[src/rtl/ninjakun_busarb.sv]
// ninjakun_busarb: arbiter/sequencer for the shared video/PSG bus used by
// the main CPU (CP0) and the sub CPU (CP1). One access at a time is placed on
// SH_ADR/SH_SEL for the address decoder. SH_EN is held for ACC_CYC cycles,
// then the owner gets a one-cycle ACK. The other CPU is stalled via its WAIT.
//
// Ports:
//   MCLK, RESET             clock, asynchronous active-high reset
//   CPn_REQ/WR/AD/DO        request level, write flag, address, write data
//   CPn_DI                  latched read data for CPn
//   CPn_ACK                 one-cycle completion pulse
//   CPn_WAIT                stall (combinational: REQ and not ACK)
//   SH_EN/ADR/SEL/WE/DO     shared-bus strobe, address, owner, write enable, data
//   SH_DI                   shared-bus read data, sampled on the last access cycle
module ninjakun_busarb #(
  parameter int unsigned ACC_CYC = 2
) (
  input  logic        MCLK,
  input  logic        RESET,
  input  logic        CP0_REQ,
  input  logic        CP0_WR,
  input  logic [15:0] CP0_AD,
  input  logic [7:0]  CP0_DO,
  output logic [7:0]  CP0_DI,
  output logic        CP0_ACK,
  output logic        CP0_WAIT,
  input  logic        CP1_REQ,
  input  logic        CP1_WR,
  input  logic [15:0] CP1_AD,
  input  logic [7:0]  CP1_DO,
  output logic [7:0]  CP1_DI,
  output logic        CP1_ACK,
  output logic        CP1_WAIT,
  output logic        SH_EN,
  output logic [15:0] SH_ADR,
  output logic        SH_SEL,
  output logic        SH_WE,
  output logic [7:0]  SH_DO,
  input  logic [7:0]  SH_DI
);

  localparam int unsigned CW = 3;

  typedef enum logic [1:0] {
    ST_IDLE,
    ST_ACCESS,
    ST_DONE
  } state_t;

  state_t        state;
  logic [CW-1:0] cnt;
  logic          last;
  logic          rel0;
  logic          rel1;
  logic          elig0;
  logic          elig1;
  logic          gnt_any;
  logic          gnt_sel;

  // A requester whose access was already served must drop REQ before it is
  // eligible again, so a held REQ cannot trigger a duplicate access.
  assign elig0   = CP0_REQ & ~rel0;
  assign elig1   = CP1_REQ & ~rel1;
  assign gnt_any = elig0 | elig1;
  // On a tie the requester that did not win last time takes the bus.
  assign gnt_sel = (elig0 & elig1) ? ~last : elig1;

  // ACK is high exactly in the DONE cycle of its owner, so WAIT drops there.
  assign CP0_WAIT = CP0_REQ & ~CP0_ACK;
  assign CP1_WAIT = CP1_REQ & ~CP1_ACK;

  // Sequencer: grant in IDLE, hold the bus for ACC_CYC cycles, acknowledge.
  always_ff @(posedge MCLK or posedge RESET) begin
    if (RESET) begin
      state   <= ST_IDLE;
      cnt     <= '0;
      last    <= 1'b1;
      rel0    <= 1'b0;
      rel1    <= 1'b0;
      SH_EN   <= 1'b0;
      SH_WE   <= 1'b0;
      SH_ADR  <= '0;
      SH_SEL  <= 1'b0;
      SH_DO   <= '0;
      CP0_DI  <= '0;
      CP1_DI  <= '0;
      CP0_ACK <= 1'b0;
      CP1_ACK <= 1'b0;
    end else begin
      CP0_ACK <= 1'b0;
      CP1_ACK <= 1'b0;
      // Release flag: set when the owner still holds REQ in its DONE cycle,
      // cleared whenever REQ is seen low.
      rel0 <= CP0_REQ & (rel0 | (state == ST_DONE & ~SH_SEL));
      rel1 <= CP1_REQ & (rel1 | (state == ST_DONE & SH_SEL));

      case (state)
        ST_IDLE: begin
          if (gnt_any) begin
            SH_ADR <= gnt_sel ? CP1_AD : CP0_AD;
            SH_DO  <= gnt_sel ? CP1_DO : CP0_DO;
            SH_WE  <= gnt_sel ? CP1_WR : CP0_WR;
            SH_SEL <= gnt_sel;
            SH_EN  <= 1'b1;
            last   <= gnt_sel;
            cnt    <= CW'(ACC_CYC - 1);
            state  <= ST_ACCESS;
          end
        end
        ST_ACCESS: begin
          if (cnt == '0) begin
            if (!SH_WE) begin
              if (SH_SEL) CP1_DI <= SH_DI;
              else        CP0_DI <= SH_DI;
            end
            SH_EN   <= 1'b0;
            SH_WE   <= 1'b0;
            CP0_ACK <= ~SH_SEL;
            CP1_ACK <= SH_SEL;
            state   <= ST_DONE;
          end else begin
            cnt <= cnt - CW'(1);
          end
        end
        ST_DONE: begin
          state <= ST_IDLE;
        end
        default: begin
          state <= ST_IDLE;
        end
      endcase
    end
  end

endmodule

[config.mk]
export PLATFORM = sky130hd
export DESIGN_NAME = ninjakun_busarb
export DESIGN_NICKNAME = d
export VERILOG_FILES = /design/src/rtl/ninjakun_busarb.sv
export SDC_FILE = /design/constraint.sdc
export NUM_CORES = 1
export LEC_CHECK = 0
export ABC_AREA = 1
export ABC_CLOCK_PERIOD_IN_PS = 1900
export CAP_MARGIN = 0
export CELL_PAD_IN_SITES_DETAIL_PLACEMENT = 1
export CELL_PAD_IN_SITES_GLOBAL_PLACEMENT = 1
export CORE_AREA = 3 3 104 106
export DETAILED_ROUTE_END_ITERATION = 6
export DIE_AREA = 0 0 107 109
export PLACE_DENSITY = 0.75
export SLEW_MARGIN = 15
export SYNTH_ARGS = -nofsm -noshare
export SYNTH_HDL_FRONTEND = slang
export SYNTH_SLANG_ARGS = --single-unit
[constraint.sdc]
create_clock -name MCLK -period 1.9 [get_ports MCLK]
set_input_delay 0.57 -clock MCLK [delete_from_list [all_inputs] [get_ports MCLK]]
set_output_delay 0.57 -clock MCLK [all_outputs]
set_load 0.03 [all_outputs]
### Word level (Yosys, flattened, before mapping)

Index checks and enable logic that the tools add are counted.

| word-level totals | value |
|---|---|
| bits in registers | 53 |
| input port bits | 62 |
| output and inout port bits | 47 |
| logic and storage cells | 67 |

| cells by class | value |
|---|---|
| add/subtract/negate cells | 1 |
| equal/unequal tests | 5 |
| mux-type cells | 19 |
| bitwise logic cells | 19 |
| reductions and logical operators | 9 |

Operator list:

| cell | number |
|---|---|
| $mux 16 | 1 |
| $and 1x1->1 | 9 |
| $mux 1 | 9 |
| $mux 8 | 1 |
| $reduce_and 4->1 | 2 |
| $not 1->1 | 7 |
| $mux 3 | 2 |
| $ne 2x2->1 const B | 3 |
| $pmux 3 s2 | 1 |
| $reduce_and 3->1 | 2 |
| $mux 2 | 2 |
| $pmux 1 s2 | 2 |
| $pmux 2 s2 | 1 |
| $reduce_and 2->1 | 2 |
| $logic_not 3->1 | 1 |
| $or 1x1->1 | 3 |
| $sub 3x1->3 const B | 1 |
| $eq 2x1->1 const B | 1 |
| $eq 2x2->1 const B | 1 |
| $logic_not 2->1 | 1 |
| $reduce_bool 2->1 | 1 |

### Longest topological paths before layout

| depth | value |
|---|---|
| depth in word-level cells | 7 |
| mapped depth | 8 |
| depth with buffers taken out | 7 |

### Least setup slack after synthesis

Ideal clock, no wire load.

| timing path | value |
|---|---|
| path kind | input to output |
| from | input CP1_REQ |
| to | output CP1_WAIT |
| arrival | 1,008 ps |
| data required time | 1,330 ps |
| setup slack | 322 ps |
| stages on the path | 2 |
| buffers on the path | 0 |
| cells stage by stage | inv_2 > nor2_1 |

| on the way | value |
|---|---|
| longest elaborated chain between the ends | 1 |

RTL lines:

| item | RTL line | RTL |
|---|---|---|
| from (decl) | 26 | `input logic CP1_REQ,` |
| $and 1x1->1 | 69 | `assign CP1_WAIT = CP1_REQ & ~CP1_ACK;` |
| to (decl) | 32 | `output logic CP1_WAIT,` |

No other way between the ends.

### Worst setup path in the final report

| timing path | value |
|---|---|
| from | register SH_SEL |
| to | output SH_SEL |

RTL lines:

| item | RTL line | RTL |
|---|---|---|
| from (decl) | 35 | `output logic SH_SEL,` |
| from (signal assigned) | 102 | `SH_SEL <= gnt_sel;` |

No word-level cell between the ends.

==> flow_summary.ini <==
[global_route]
antenna_found_initial = 0
grt_max_degree = 54
first_global_vias = 2812
grt-ovfl-total = 0
track_usage_pct = 14.71
grt_pass1_wl_mm = 13.70

[synthesis]
ys_top_cells_by_area = dfrtp_1 48%, nand2_1 14%, nand3_1 10%, inv_1 9.5%, o21ai_2 5.2%
yosysWarningCount = 0
synth.avg_cell_area_um2 = 7.911
synth_nets = 405
synth_area_um2 = 2698
synth.most_common_cell = nand2_1
synthesis.instances = 341
yosysTopAreaCell = dfrtp_1
async_reset_ff_share_pct = 100.0
yosysTopAreaCellShare_pct = 48.24
synth-edff-count = 0
seq_area_frac_synth_pct = 49.21
synth-seq-cells = 53
yosys_most_used_dff = dfrtp_1
synthTopCellsByCount = 103 x nand2_1, 68 x inv_1, 56 x nand3_1, 52 x dfrtp_1, 16 x o21ai_2
ys_types = 20

[detailed_routing]
met2_length_mm = 4.528
dr.pass1.iters = 6
wl_per_cell_um = 14.26
routed_wl_mm = 8.411
drcViolationCount = 0
met1_length_mm = 3.592
postRouteAntennaNets = 0
first_iter_violations = 52
vias = 2569
routed_via_density = 4.354
top_layer_used = met4
dr_wl_met3_um = 219

[cts]
tritoncts = done
postCtsHoldBufs = 0
clock_path_buffers = 2
post_cts_buffers = 0
clock_sinks = 53
clock_latency_ns = 0.30
clkSlewWorstSetupHoldPaths_ns = 0.10
clock_tree.root_cell = clkbuf_8
htreeDepth = 2
numCtsBuffers = 5

[placement]
dp_cells = 582
post_dp_cell_area_um2 = 3988
hpwl_mm = 6.451
preCtsSetupSlack_ns = -0.07533
portBuffers = 108
place.gp.congestion = 0.7543

[final_layout]
n_antenna_cell = 0
area_delta_synth_final_pct = 50.09
nFillCells = 1208
multiInputGateArea_um2 = 999.7
seqCellArea_um2 = 1328
nets = 520
drive_gt1_share_pct = 12.47
fin_area_um2 = 4049
fin_cells = 590

[die]
ios = 109
num_rows = 36
start_util_pct = 27.35
die_height_um = 109
core_area_um2 = 9864
die_width_um = 107
dieArea_um2 = 11660

[setup_path]
crit_fanout = 5
path_cells = dlygate4sd2_1
crit_buf_inv = 1
critPathKind = register to primary output
crit_required_ns = 1.33
critPathLaunchType = register
max_stage_delay_ns = 0.43
cp_slowest_cell = dlygate4sd2_1
cp-end-kind = primary output
crit_family = buffers and inverters
critPathArrivalTime_ns = 1.14

[timing]
setup_viol_count_final = 0
hold_violations = 0
layout_setup_ws_ns = 0.1853
period_needed_ns = 1.715
grt_setup_unrepaired = false
maxSlewViolCount = 0
period_share_pct = 90.25
worstMarginPinSlew_ns = 0.3980
max_freq_ghz = 0.5832
holdWs_ns = 0.4818
max-slew-margin-rel_pct = 73.57
fin_skew_ns = 0.01013

[power_and_ir_drop]
leakagePower_uw = 0.002215
internal_power_uw = 3318
p_sw_uw = 3044
pwr-share-clk_pct = 12.8
ir_drop_uv = 511.5
power_frac_comb_pct = 55.6
p_sw_share_pct = 47.84
p_seq_share_pct = 31.5
power_density_nw_per_um2 = 1571
p_total_uw = 6362

[status]
status = finished clean

[run]
maxCapViolCount = 0

[worst_hold_path]
hp-class = register to register
## metrics by stage
stage | utilization (%) | TNS, ns
after floorplan | - | 0
after global placement | 40.42 | -0.1254
after detailed placement | 40.42 | -1.443
after CTS | 41.05 | 0
after global routing | 41.05 | 0
final | 41.05 | 0
## power by group through the flow
stage	Clock, uW	Combinational, uW	Sequential [uW]
after floorplan	0	1410	2920
after global placement	0	3830	2030
after detailed placement	0	3930	2040
after CTS	842	3600	2010
after global routing	882	3860	2080
final	817	3540	2010
## worst paths after layout
path,from,to,slack [ns],cells after the start
min in group asynchronous,RESET,CP0_DI[7],0.62,3
worst min register to register,last,last,0.48,2
worst max-delay path,SH_SEL,SH_SEL,0.19,1
worst max register to register,cnt[0],CP0_DI[4],0.49,7
worst min-delay path,last,last,0.48,2
max in group asynchronous,RESET,last,0.98,3
## sequential cells by signal (all words and copies together) (netlist names), 2 cells and up
name / count
CP1_DI: 8
state: 2
cnt: 3
SH_DO: 8
CP0_DI: 8
SH_ADR: 16
## kinds of logic after synthesis
group	share of synthesized area, %
fa+ha+maj	0.9275
xor+xnor	0.3247
simple gates	30.06
compound gates	5.751
buf+inv	13.73
flops	49.21
## area by class of cell
cell class / instances / area share, %
flip-flops and latches: 53 / 32.79
repair buffers: 121 / 28.77
inverters: 72 / 6.675
clock inverters: 2 / 0.9271
multi-input cells: 203 / 24.69
clock buffers: 6 / 2.040
well taps: 133 / 4.110
## cell usage in the layout, fill, tap and decap left out, types with 2 or more instances in the layout
cell type	Yosys	layout
nand2_4	3	3
nand2_2	6	6
ha_1	2	2
clkdlybuf4s50_1	0	59
nand3_1	56	56
buf_12	0	4
clkbuf_8	0	6
inv_1	68	67
o21ai_2	16	16
nor2_1	9	9
dlygate4sd2_1	0	47
nor2_4	2	2
buf_4	4	11
a21oi_1	2	2
inv_2	4	5
dfrtp_1	52	52
nand2_1	103	103
## layer usage
layer | up-vias | global-route usage, %
met5 | - | 0
met4 | 0 | 3.379
met3 | 4 | 1.717
met2 | 50 | 28.06
met1 | 1263 | 17.66
li1 | 1252 | -
## repair_timing
action                     in CTS  in global routing
resized for setup              47                  0
setup endpoints to repair      47                  0
hold endpoints to repair        0                  0
Power figures use the tool's default switching activity.
